`config.mk`:
```
export PLATFORM = sky130hd
export DESIGN_NAME = sync_fifo_param
export DESIGN_NICKNAME = d
export VERILOG_FILES = /design/src/rtl/fifo_pkg.sv /design/src/rtl/fifo_mem_2p.sv /design/src/rtl/sync_fifo_param.sv
export SDC_FILE = /design/constraint.sdc
export NUM_CORES = 1
export LEC_CHECK = 0
export CORE_MARGIN = 2
export CORE_UTILIZATION = 55
export CTS_CLUSTER_SIZE = 16
export DETAILED_ROUTE_END_ITERATION = 12
export PLACE_DENSITY = 0.74
export SLEW_MARGIN = 30
export SYNTH_ARGS = -nofsm -noshare
export SYNTH_HDL_FRONTEND = slang
export SYNTH_SLANG_ARGS = --single-unit
```
`constraint.sdc`:
```
create_clock -name clk -period 3.29 [get_ports clk]
set_input_delay 0.658 -clock clk [delete_from_list [all_inputs] [get_ports clk]]
set_output_delay 0.658 -clock clk [all_outputs]
set_load 0.1 [all_outputs]
```
`src/rtl/fifo_pkg.sv`:
```
// Shared types, defaults and sizing helper for the sync_fifo_param family.
package fifo_pkg;

    localparam int DEF_DATA_W = 8;
    localparam int DEF_DEPTH  = 16;

    typedef struct packed {
        logic full;
        logic empty;
        logic almost_full;
        logic almost_empty;
        logic overflow;
        logic underflow;
    } fifo_status_t;

    function automatic int clog2_depth(input int depth);
        return (depth <= 2) ? 1 : $clog2(depth);
    endfunction

endpackage

```
`src/rtl/fifo_mem_2p.sv`:
```
// Simple dual-port register-array RAM: one write port, one registered read port.
module fifo_mem_2p
    import fifo_pkg::*;
#(
    parameter int DATA_W = DEF_DATA_W,
    parameter int DEPTH  = DEF_DEPTH,
    localparam int AW    = clog2_depth(DEPTH)
) (
    input  logic              clk,
    input  logic              wr_en,
    input  logic [AW-1:0]     wr_addr,
    input  logic [DATA_W-1:0] wr_data,
    input  logic              rd_en,
    input  logic [AW-1:0]     rd_addr,
    output logic [DATA_W-1:0] rd_data
);

    logic [DATA_W-1:0] mem [DEPTH];

    // A read of the address being written returns the old word.
    always_ff @(posedge clk) begin
        if (wr_en) begin
            mem[wr_addr] <= wr_data;
        end
        if (rd_en) begin
            rd_data <= mem[rd_addr];
        end
    end

endmodule

```
`src/rtl/sync_fifo_param.sv`:
```
// Parametrised single-clock FIFO with occupancy count, thresholds and error pulses.
// Define FIFO_FWFT_EN for first-word-fall-through reads; default is a 1-cycle registered read.
module sync_fifo_param
    import fifo_pkg::*;
#(
    parameter int DATA_W    = DEF_DATA_W,
    parameter int DEPTH     = DEF_DEPTH,
    parameter int AF_THRESH = DEPTH - 2,
    parameter int AE_THRESH = 2,
    localparam int AW       = clog2_depth(DEPTH),
    localparam int CW       = AW + 1
) (
    input  logic              clk,
    input  logic              rst,
    input  logic              wr_en,
    input  logic [DATA_W-1:0] wr_data,
    input  logic              rd_en,
    output logic [DATA_W-1:0] rd_data,
    output logic              rd_valid,
    output logic              full,
    output logic              empty,
    output logic              almost_full,
    output logic              almost_empty,
    output logic [CW-1:0]     count,
    output logic              overflow,
    output logic              underflow
);

    if (DEPTH < 2 || (DEPTH & (DEPTH - 1)) != 0) begin : g_bad_depth
        $error("sync_fifo_param: DEPTH must be a power of two >= 2");
    end
    if (AF_THRESH < 0 || AF_THRESH > DEPTH) begin : g_bad_af
        $error("sync_fifo_param: AF_THRESH outside 0..DEPTH");
    end
    if (AE_THRESH < 0 || AE_THRESH > DEPTH) begin : g_bad_ae
        $error("sync_fifo_param: AE_THRESH outside 0..DEPTH");
    end

    localparam fifo_status_t STATUS_RST = '{
        full:         1'b0,
        empty:        1'b1,
        almost_full:  (AF_THRESH == 0),
        almost_empty: 1'b1,
        overflow:     1'b0,
        underflow:    1'b0
    };

    logic [AW-1:0]     wr_ptr_reg, wr_ptr_next;
    logic [AW-1:0]     rd_ptr_reg, rd_ptr_next;
    logic [CW-1:0]     count_reg, count_next;
    fifo_status_t      status_reg, status_next;
    logic              rd_acc, wr_acc;
    logic              mem_we, mem_re;
    logic [AW-1:0]     mem_raddr;
    logic [DATA_W-1:0] mem_q;

    assign rd_acc = rd_en && !status_reg.empty;
    assign wr_acc = wr_en && (!status_reg.full || rd_acc);

    always_comb begin
        count_next = count_reg;
        if (wr_acc && !rd_acc) begin
            count_next = count_reg + CW'(1);
        end else if (rd_acc && !wr_acc) begin
            count_next = count_reg - CW'(1);
        end
    end

    // Flags come from the next-state count so they move on the same edge as count.
    always_comb begin
        status_next              = STATUS_RST;
        status_next.full         = (int'(count_next) == DEPTH);
        status_next.empty        = (count_next == '0);
        status_next.almost_full  = (int'(count_next) >= AF_THRESH);
        status_next.almost_empty = (int'(count_next) <= AE_THRESH);
        status_next.overflow     = wr_en && !wr_acc;
        status_next.underflow    = rd_en && !rd_acc;
    end

    always_ff @(posedge clk or negedge rst) begin
        if (!rst) begin
            wr_ptr_reg <= '0;
            rd_ptr_reg <= '0;
            count_reg  <= '0;
            status_reg <= STATUS_RST;
        end else begin
            wr_ptr_reg <= wr_ptr_next;
            rd_ptr_reg <= rd_ptr_next;
            count_reg  <= count_next;
            status_reg <= status_next;
        end
    end

    fifo_mem_2p #(
        .DATA_W (DATA_W),
        .DEPTH  (DEPTH)
    ) u_mem (
        .clk     (clk),
        .wr_en   (mem_we),
        .wr_addr (wr_ptr_reg),
        .wr_data (wr_data),
        .rd_en   (mem_re),
        .rd_addr (mem_raddr),
        .rd_data (mem_q)
    );

`ifdef FIFO_FWFT_EN
    // The output register holds the head word and is counted in count;
    // the RAM holds the remaining count-1 words.
    logic              mem_low, bypass, refill;
    logic              fwd_sel_reg;
    logic [DATA_W-1:0] fwd_data_reg, out_data_reg, head;

    assign mem_low     = (count_reg <= CW'(1));
    assign bypass      = wr_acc && (status_reg.empty || (rd_acc && mem_low));
    assign refill      = rd_acc && !mem_low;
    assign mem_we      = wr_acc && !bypass;
    assign mem_re      = 1'b1;
    assign wr_ptr_next = wr_ptr_reg + AW'(mem_we);
    assign rd_ptr_next = rd_ptr_reg + AW'(refill);
    assign mem_raddr   = rd_ptr_next;

    // The RAM returns the old word when its prefetch address is written on
    // the same edge, so that word is forwarded from a side register instead.
    assign head = fwd_sel_reg ? fwd_data_reg : mem_q;

    always_ff @(posedge clk or negedge rst) begin
        if (!rst) begin
            out_data_reg <= '0;
            fwd_sel_reg  <= 1'b0;
            fwd_data_reg <= '0;
        end else begin
            if (bypass) begin
                out_data_reg <= wr_data;
            end else if (refill) begin
                out_data_reg <= head;
            end
            fwd_sel_reg  <= mem_we && (wr_ptr_reg == rd_ptr_next);
            fwd_data_reg <= wr_data;
        end
    end

    assign rd_valid = !status_reg.empty;
    assign rd_data  = out_data_reg;
`else
    logic rd_valid_reg, rd_seen_reg;

    assign mem_we      = wr_acc;
    assign mem_re      = rd_acc;
    assign mem_raddr   = rd_ptr_reg;
    assign wr_ptr_next = wr_ptr_reg + AW'(wr_acc);
    assign rd_ptr_next = rd_ptr_reg + AW'(rd_acc);

    // The RAM read register is not reset; rd_seen masks it to zero until the first pop.
    always_ff @(posedge clk or negedge rst) begin
        if (!rst) begin
            rd_valid_reg <= 1'b0;
            rd_seen_reg  <= 1'b0;
        end else begin
            rd_valid_reg <= rd_acc;
            if (rd_acc) begin
                rd_seen_reg <= 1'b1;
            end
        end
    end

    assign rd_valid = rd_valid_reg;
    assign rd_data  = rd_seen_reg ? mem_q : '0;
`endif

    assign count        = count_reg;
    assign full         = status_reg.full;
    assign empty        = status_reg.empty;
    assign almost_full  = status_reg.almost_full;
    assign almost_empty = status_reg.almost_empty;
    assign overflow     = status_reg.overflow;
    assign underflow    = status_reg.underflow;

endmodule

```
# --- After elaboration in Yosys (flattened, before gate mapping) ---
# Memories as Yosys holds them, arrays and structs flattened. A register that Yosys moved wholly into a read port is not among the register bits.
# Cells that the tools add are included.
# Widths: inputs -> output; s select.
op_classes:
  n_addsub: 4
  n_lt_le_gt_ge: 2
  n_eq_ne: 1
  muxes: 5
  n_reduce_logical: 12
ops:
  columns: ["op", "count"]
  rows:
  - ["$mux 5", 2]
  - ["$add 4x1->4", 2]
  - ["$mux 8", 1]
  - ["$logic_and 1x1->1", 6]
  - ["$add 5x1->5 const B", 1]
  - ["$eq 5x5->1 const B", 1]
  - ["$ge 5x4->1 const B", 1]
  - ["$le 5x2->1 const B", 1]
  - ["$logic_not 5->1", 1]
  - ["$sub 5x1->5 const B", 1]
  - ["$logic_not 1->1", 4]
  - ["$mux 1", 2]
  - ["$logic_or 1x1->1", 1]
totals:
  ff_bits: 21
  ramBits: 128
  inputBits: 12
  out_inout_bits: 20
  word_cells: 36
  mem_count: 1
mem_list:
  columns: ["memory", "depth", "word_bits", "rd", "rd_ports_with_merged_regs", "write_ports", "line_no", "source"]
  rows:
  - ["u_mem.mem", 16, 8, 1, 1, 1, "fifo_mem_2p.sv:18", "logic [DATA_W-1:0] mem [DEPTH];"]

# --- Logic depth before layout (Yosys ltp) ---
# Gate-level depths: netlist of the first run.
depth:
  word_depth: 9
  depth_mapped: 7
  depth_no_buf: 7

# --- By module ---
# A second synthesis of the first run with hierarchy kept.
hier_totals:
  hier_cells: 312
  area_unflattened_um2: 6233.5
modules_own_cells:
  columns: ["mod", "n_inst", "cells_each", "area_each_um2", "seq_area_each_um2"]
  rows:
  - ["fifo_mem_2p", 1, 229, 5227.5, 4083.9]
  - ["sync_fifo_param", 1, 83, 1006.0, 528.0]

# --- Worst setup path after synthesis of the first run ---
# Ideal clock, no wire load.
synth_timing:
  kind: "reg2reg"
  from: "reg status_reg, in the netlist full"
  to: "mem u_mem.mem[0][0] (netlist bit), enable pin"
  setup_ns: 0.383
  t_arrival_ns: 2.216
  required_ns: 2.907
  path_slack_ns: 0.690
  stages_incl_launch_ff: 4
  n_path_buf: 0
  synth_period_minus_slack_ns: 2.600
  path_cell_list: "dfrtp_1 a21boi_2 or3b_2 nor3_1"
synth_via:
  elab_chain_cells: 5
synth_lines:
  columns: ["item", "line_no", "source"]
  rows:
  - ["start: declaration", "sync_fifo_param.sv:51", "fifo_status_t status_reg, status_next;"]
  - ["start signal: assignment", "sync_fifo_param.sv:90", "status_reg <= status_next;"]
  - ["$logic_not 1->1", "sync_fifo_param.sv:58", "assign wr_acc = wr_en && (!status_reg.full || rd_acc);"]
  - ["$logic_or 1x1->1", "sync_fifo_param.sv:58", null]
  - ["$logic_and 1x1->1", "sync_fifo_param.sv:58", null]
  - ["$mux 1", "fifo_mem_2p.sv:22", "if (wr_en) begin"]
  - ["$mux 1 (not written as such)", "fifo_mem_2p.sv:23", "mem[wr_addr] <= wr_data;"]
  - ["end: declaration", "fifo_mem_2p.sv:18", null]
# No other way between the ends.

# --- Worst setup path in the final report of the first run ---
layout_timing:
  from: "in wr_en"
  to: "mem u_mem.mem[0][3] (netlist bit), enable pin"
layout_via:
  elab_chain_cells: 3
layout_lines:
  columns: ["item", "line_no", "source"]
  rows:
  - ["start: declaration", "sync_fifo_param.sv:15", "input logic wr_en,"]
  - ["$logic_and 1x1->1", "sync_fifo_param.sv:58", null]
  - ["$mux 1", "fifo_mem_2p.sv:22", null]
  - ["$mux 1 (not written as such)", "fifo_mem_2p.sv:23", null]
# No other way between the ends.

==> flow_metrics.py, run 1 <==
metrics = {
    "outcome": {
        "run_status": "complete, no violations",
    },
    "timing": {
        "unrepaired_setup_endpoints_after_global_routing": "no",
        "finalCriticalPeriod_ns": 2.33,
        "setup_viol": 0,
        "setup_total_negative_slack_ns": 0,
        "worstMarginPinSlew_ns": 0.619,
        "finalHoldViolations": 0,
        "final.setup_skew_ns": 0.0132,
        "slew_viol_final": 0,
        "finalHoldWorstSlack_ns": 0.0732,
        "final_worst_path_period_share_pct": 70.7,
        "max-slew-margin-rel_pct": 58.8,
        "max_freq_mhz": 430,
    },
    "clocking": {
        "cts.path.max_buffers": 2,
        "clkLatencyLatePin_ns": 0.53,
        "cts_htree_levels": 4,
        "total_clock_buffers_created_by_cts": 17,
        "cts_setup_buffers": 0,
        "clkSlewWorstSetupHoldPaths_ns": 0.06,
        "cts.sinks": 157,
        "hold_buffers": 0,
        "number_of_resized_instances_in_the_post_cts_repair_step": 0,
        "clock-root-buffer": "sky130_fd_sc_hd__clkbuf_8",
        "tritoncts": "built",
    },
    "critical_path": {
        "worstPathCellList": "clkdlybuf4s50_1 > a21boi_2 > or3b_2 > nor3_1 > buf_4",
        "crit_required_ns": 3.53,
        "crit_arrival_ns": 2.56,
        "path_max_fanout": 11,
        "crit_type": "input port to flip-flop",
        "rr_endpoint": "almost_empty",
        "max_stage_delay_ns": 0.67,
        "setup.reg_to_reg.worst_slack_ns": 1.04,
        "reg2regPathDepth": 7,
        "startpoint_type": "input port",
        "slowest_stage": "sky130_fd_sc_hd__clkdlybuf4s50_1",
        "crit-reg2reg-launch": "count[0]",
        "timing.critical_path.to_type": "flip-flop",
    },
    "power": {
        "ir_drop_v": 0.000854,
        "p_switching_mw": 2.61,
        "share_clk_of_total_power_pct": 26.5,
        "power.density_cell_area_mw_per_mm2": 990,
        "flop_pwr_share_pct": 38.5,
        "leakage_nw": 2.46,
        "power.switching_fraction_pct": 36.4,
        "combPwrFrac_pct": 35.0,
        "p_int_mw": 4.54,
    },
    "floorplan": {
        "die_h_microns": 110,
        "die_outline_area_sq_mm": 0.0120,
        "placement_rows": 38,
        "pin_count": 32,
        "die_x_microns": 110,
        "initial_utilization_pct": 56.4,
        "fp.coreArea_sq_mm": 0.0109,
    },
    "global_route": {
        "grt_remaining_overflow": 0,
        "grt_max_degree": 35,
        "first_global_vias": 2952,
        "grt_antenna_before_repair": 0,
        "global_route_wire_length_before_repair_microns": 17000,
        "global_route_usage_sum_pct": 20.3,
    },
    "synth": {
        "post-synth-top-area-cell": "sky130_fd_sc_hd__edfxtp_1",
        "synth_seq_cells": 157,
        "synth.most_common_cell": "sky130_fd_sc_hd__edfxtp_1",
        "synth_commonest_cells": "136 x sky130_fd_sc_hd__edfxtp_1, 40 x sky130_fd_sc_hd__mux4_2, 19 x sky130_fd_sc_hd__dfrtp_1",
        "syn_inst": 293,
        "synth.area.top_cells": "sky130_fd_sc_hd__edfxtp_1 67%, sky130_fd_sc_hd__mux4_2 15%, sky130_fd_sc_hd__dfrtp_1 7.7%",
        "synth_fp_nets": 311,
        "yosys_cell_types": 37,
        "total_standard_cell_area_after_synthesis_sq_mm": 0.00614,
        "synthFlopType": "sky130_fd_sc_hd__edfxtp_1",
        "async_reset_ff_share_pct": 13.4,
        "yosysSeqAreaShare_pct": 75.1,
        "synth_largest_type_area_fraction_pct": 66.5,
        "synth-edff-count": 136,
        "post_synth.cell_area_avg_sq_um": 21.0,
        "synth_warnings": 0,
    },
    "detailed_routing": {
        "detail_route.vias_per_cell": 5.89,
        "detail_route.first_pass.iterations": 4,
        "final_antenna_net_count": 0,
        "initial_detailed_routing_violation_count": 382,
        "wirelength_microns": 10900,
        "drc": 0,
        "vias": 2943,
        "route.detailed.wl_per_inst_microns": 21.7,
    },
    "final_layout": {
        "nFillCells": 695,
        "final_layout_size_suffix_gt1_share_pct": 33.6,
        "num_antenna_cells": 0,
        "layout-area-overhead-vs-synth_pct": 17.6,
        "largest_reg_flops": 128,
        "design.final.nets": 365,
    },
    "placed_design": {
        "io_buffer_count": 31,
        "post-dp-hpwl_microns": 6950,
        "finalWeightedCongestion": 0.786,
    },
    "run": {
        "cap_viol_max_count": 0,
    },
    "hold_path": {
        "hold_class": "input port to asynchronous set/reset pin",
    },
}
worst max path at each step:
| stage | slack [ns] | from | endpoint |
|---|---|---|---|
| 3_5_place_dp | 0.44 | wr_en | u_mem.mem[0][1] |
| 2_1_floorplan | 0.69 | full | u_mem.mem[0][0] |
| 6_report | 0.96 | wr_en | u_mem.mem[0][3] |
| 4_1_cts | 1.0 | wr_en | u_mem.mem[0][3] |
| 3_3_place_gp | 0.47 | wr_en | u_mem.mem[0][1] |
| 5_1_grt | 0.81 | wr_en | u_mem.mem[0][3] |
stage by stage:
step	cells	util, %	power (mW)	area (sq um)	setup slack, ns
after floorplan	293	-	4.68	6140	0.690
after global placement	468	61.1	5.24	6650	0.473
after detailed placement	468	61.1	5.28	6650	0.441
after CTS	500	66.4	7.19	7230	0.996
after global routing	500	66.3	7.44	7220	0.807
final	500	66.3	7.15	7220	0.963
placed cells by master, fill, tap and decap left out, drive strengths merged, types with 3 or more instances in the layout:
master           n
ha               6
xnor2            6
and2             9
clkinv           7
mux4            40
buf             39
nor2            15
inv              9
clkdlybuf4s50   10
nand3            5
nor3             5
dfrtp           19
nand2b           4
nand2            3
o21ai            6
clkbuf          17
edfxtp         136
nand3b           3
kinds of logic (layout without fill, tap and decap cells):
logic type,count (synthesis),in the layout,synth area share (%)
AO/OA/AOI/OAI,14,14,1.79
adder cells (fa/ha/maj),6,6,1.22
AND/OR/NAND/NOR,50,50,4.61
XOR/XNOR,8,8,1.14
buffers and inverters,18,85,1.45
flip-flops,157,157,75.1
multiplexers,40,40,14.7
power by group through the flow:
stage | combinational, mW | clock (mW) | sequential, mW
6_report | 2.50 | 1.89 | 2.76
5_1_grt | 2.64 | 2.00 | 2.79
3_5_place_dp | 2.49 | 0 | 2.79
3_3_place_gp | 2.46 | 0 | 2.78
4_1_cts | 2.51 | 1.93 | 2.76
2_1_floorplan | 1.62 | 0 | 3.06
cell type report:
type                    instances  area (sq um)  share of cell area, %
flip-flops and latches        157          4610                   63.9
multi-input cells             118          1440                   19.9
clock buffers                  17           414                   5.74
repair buffers                 49           403                   5.58
well taps                     140           175                   2.43
clock inverters                15           161                   2.24
inverters                       4          15.0                  0.208
layer usage:
layer,track usage (%),wire length [microns]
met1,27.9,4510
met2,32.3,5570
met3,4.21,596
met4,8.59,199
met5,0,0
critical path, delay by kind of cell:
kind	cells	cell delay [ns]
AO/OA/AOI/OAI	1	0.33
AND/OR/NAND/NOR	2	0.70
buffers and inverters	2	0.87
No activity file was read; power rests on OpenSTA's default activity.
==> run 2, diff against run 1 <==
- clock period: 3.29 -> 2.4 ns (I/O delays scaled with it)
==> flow_metrics.py, run 2 (same netlist as run 1, synthesis figures left out) <==
metrics = {
    "outcome": {
        "run_status": "complete, no violations",
    },
    "floorplan": {
        "die_x_microns": 110,
        "placement_rows": 38,
        "die_h_microns": 110,
        "die_outline_area_sq_mm": 0.0120,
        "pin_count": 32,
        "initial_utilization_pct": 56.4,
        "fp.coreArea_sq_mm": 0.0109,
    },
    "global_route": {
        "grt_antenna_before_repair": 0,
        "global_route_usage_sum_pct": 20.0,
        "first_global_vias": 2980,
        "grt_remaining_overflow": 0,
        "grt_max_degree": 35,
        "global_route_wire_length_before_repair_microns": 16600,
    },
    "final_layout": {
        "final_layout_size_suffix_gt1_share_pct": 34.8,
        "nFillCells": 684,
        "ff_latch_area_sq_mm": 0.00462,
        "postLayoutCoreUtil_pct": 67.0,
        "design.final.nets": 373,
        "layout.cells.most_common": "sky130_fd_sc_hd__edfxtp_1",
        "multi_input_comb_area_sq_mm": 0.00144,
        "num_antenna_cells": 0,
        "layout-area-overhead-vs-synth_pct": 18.7,
        "mostFrequentLayoutCells": "136 x sky130_fd_sc_hd__edfxtp_1, 44 x sky130_fd_sc_hd__buf_4, 40 x sky130_fd_sc_hd__mux4_2, 16 x sky130_fd_sc_hd__dfrtp_1, 16 x sky130_fd_sc_hd__clkbuf_16",
        "largest_reg_flops": 128,
    },
    "detailed_routing": {
        "drc": 0,
        "detail_route.first_pass.iterations": 4,
        "initial_detailed_routing_violation_count": 319,
        "vias": 2971,
        "detail_route.vias_per_cell": 5.85,
        "wirelength_microns": 10900,
        "route.detailed.wl_per_inst_microns": 21.5,
        "final_antenna_net_count": 0,
    },
    "timing": {
        "max_freq_mhz": 450,
        "finalHoldViolations": 0,
        "unrepaired_setup_endpoints_after_global_routing": "no",
        "slew_viol_final": 0,
        "finalHoldWorstSlack_ns": 0.306,
        "final.setup_skew_ns": 0.00725,
        "setup_viol": 0,
        "final_worst_path_period_share_pct": 92.5,
        "max-slew-margin-rel_pct": 59.2,
        "worstMarginPinSlew_ns": 0.610,
        "finalCriticalPeriod_ns": 2.22,
    },
    "critical_path": {
        "timing.critical_path.to_type": "flip-flop",
        "crit_arrival_ns": 2.64,
        "max_stage_delay_ns": 0.46,
        "cp_top_family": "compound AO/OA/AOI/OAI gates",
        "slowest_stage": "sky130_fd_sc_hd__or4b_4",
        "crit_required_ns": 2.81,
        "crit_type": "flip-flop to flip-flop",
        "startpoint_type": "flip-flop",
        "worstPathCellList": "inv_1 > ha_1 > or4b_4 > o22ai_2 > xnor2_1 > clkinv_1 > a2111oi_2",
        "cp.buffers_inverters": 2,
        "path_max_fanout": 6,
    },
    "power": {
        "leakage_nw": 2.49,
        "power.density_cell_area_mw_per_mm2": 1340,
        "ir_drop_v": 0.00140,
        "fin_total_pwr_mw": 9.79,
    },
    "clocking": {
        "clock-root-buffer": "sky130_fd_sc_hd__clkbuf_8",
        "cts.path.max_buffers": 2,
        "cts_htree_levels": 4,
        "number_of_resized_instances_in_the_post_cts_repair_step": 0,
        "cts_setup_buffers": 0,
        "tritoncts": "built",
        "cts.sinks": 157,
        "total_clock_buffers_created_by_cts": 17,
        "clkSlewWorstSetupHoldPaths_ns": 0.06,
        "clkLatencyLatePin_ns": 0.53,
        "hold_buffers": 0,
    },
    "placed_design": {
        "io_buffer_count": 31,
        "finalWeightedCongestion": 0.802,
        "post-dp-hpwl_microns": 7090,
    },
    "hold_path": {
        "hold_class": "input port to asynchronous set/reset pin",
    },
    "run": {
        "cap_viol_max_count": 0,
    },
}
-- run 2: cell count changes in the layout (fill, tap and decap cells not counted), sizes merged --
cell           previous run  this run
clkdlybuf4s50            10        11
clkinvlp                  1         2
clkbuf                   17        19
inv                       9         7
clkinv                    7         6
buf                      39        46
-- run 2: layout make-up --
class / instances / area share (%)
multi-input cells: 118 / 19.8
clock buffers: 19 / 5.78
flip-flops and latches: 157 / 63.3
clock inverters: 13 / 1.90
well taps: 140 / 2.40
repair buffers: 57 / 6.59
inverters: 4 / 0.206
-- run 2: final timing paths --
check,slack (ns),from,endpoint,depth (start not counted)
worst min-delay path,0.31,rst,mem_raddr[2],2
worst max-delay path,0.18,count[0],almost_empty,7
min in group clk,0.57,empty,underflow,1
max in group asynchronous,1.82,rst,almost_empty,2
worst min register to register,0.57,empty,underflow,1
worst max register to register,0.18,count[0],almost_empty,7
-- run 2: layer usage --
metal	routed length (microns)	vias up	part of all wire, %	GRT usage [%]
met5	0	-	0	0
met4	197	0	1.8	8.05
met3	435	21	4.0	4.56
met2	5560	87	51	32.4
met1	4720	1547	43	26.5
li1	-	1316	-	-
-- run 2: stage by stage --
| step | setup WS, ns | TNS, ns | std cells | instance area [sq um] |
|---|---|---|---|---|
| 2_1_floorplan | 0.0139 | 0 | 293 | 6150 |
| 3_3_place_gp | -0.127 | -0.919 | 476 | 6730 |
| 3_5_place_dp | -0.219 | -1.67 | 476 | 6730 |
| 4_1_cts | 0.159 | 0 | 508 | 7290 |
| 5_1_grt | 0.0291 | 0 | 508 | 7290 |
| 6_report | 0.179 | 0 | 508 | 7290 |
-- run 2: where the power goes --
| part | internal (mW) | total (mW) | leakage, nW | switching, mW |
|---|---|---|---|---|
| sequential | 3.47 | 3.78 | 1.48 | 0.308 |
| clock | 1.49 | 2.52 | 0.270 | 1.03 |
| combinational | 1.32 | 3.50 | 0.740 | 2.17 |
==> run 3, diff against run 2 <==
- HOLD_SLACK_MARGIN: default -> 0.15
- SLEW_MARGIN: 30 -> default
==> results of run 3 <==
Same layout as run 2: the final DEF is identical, and so are final timing and power.
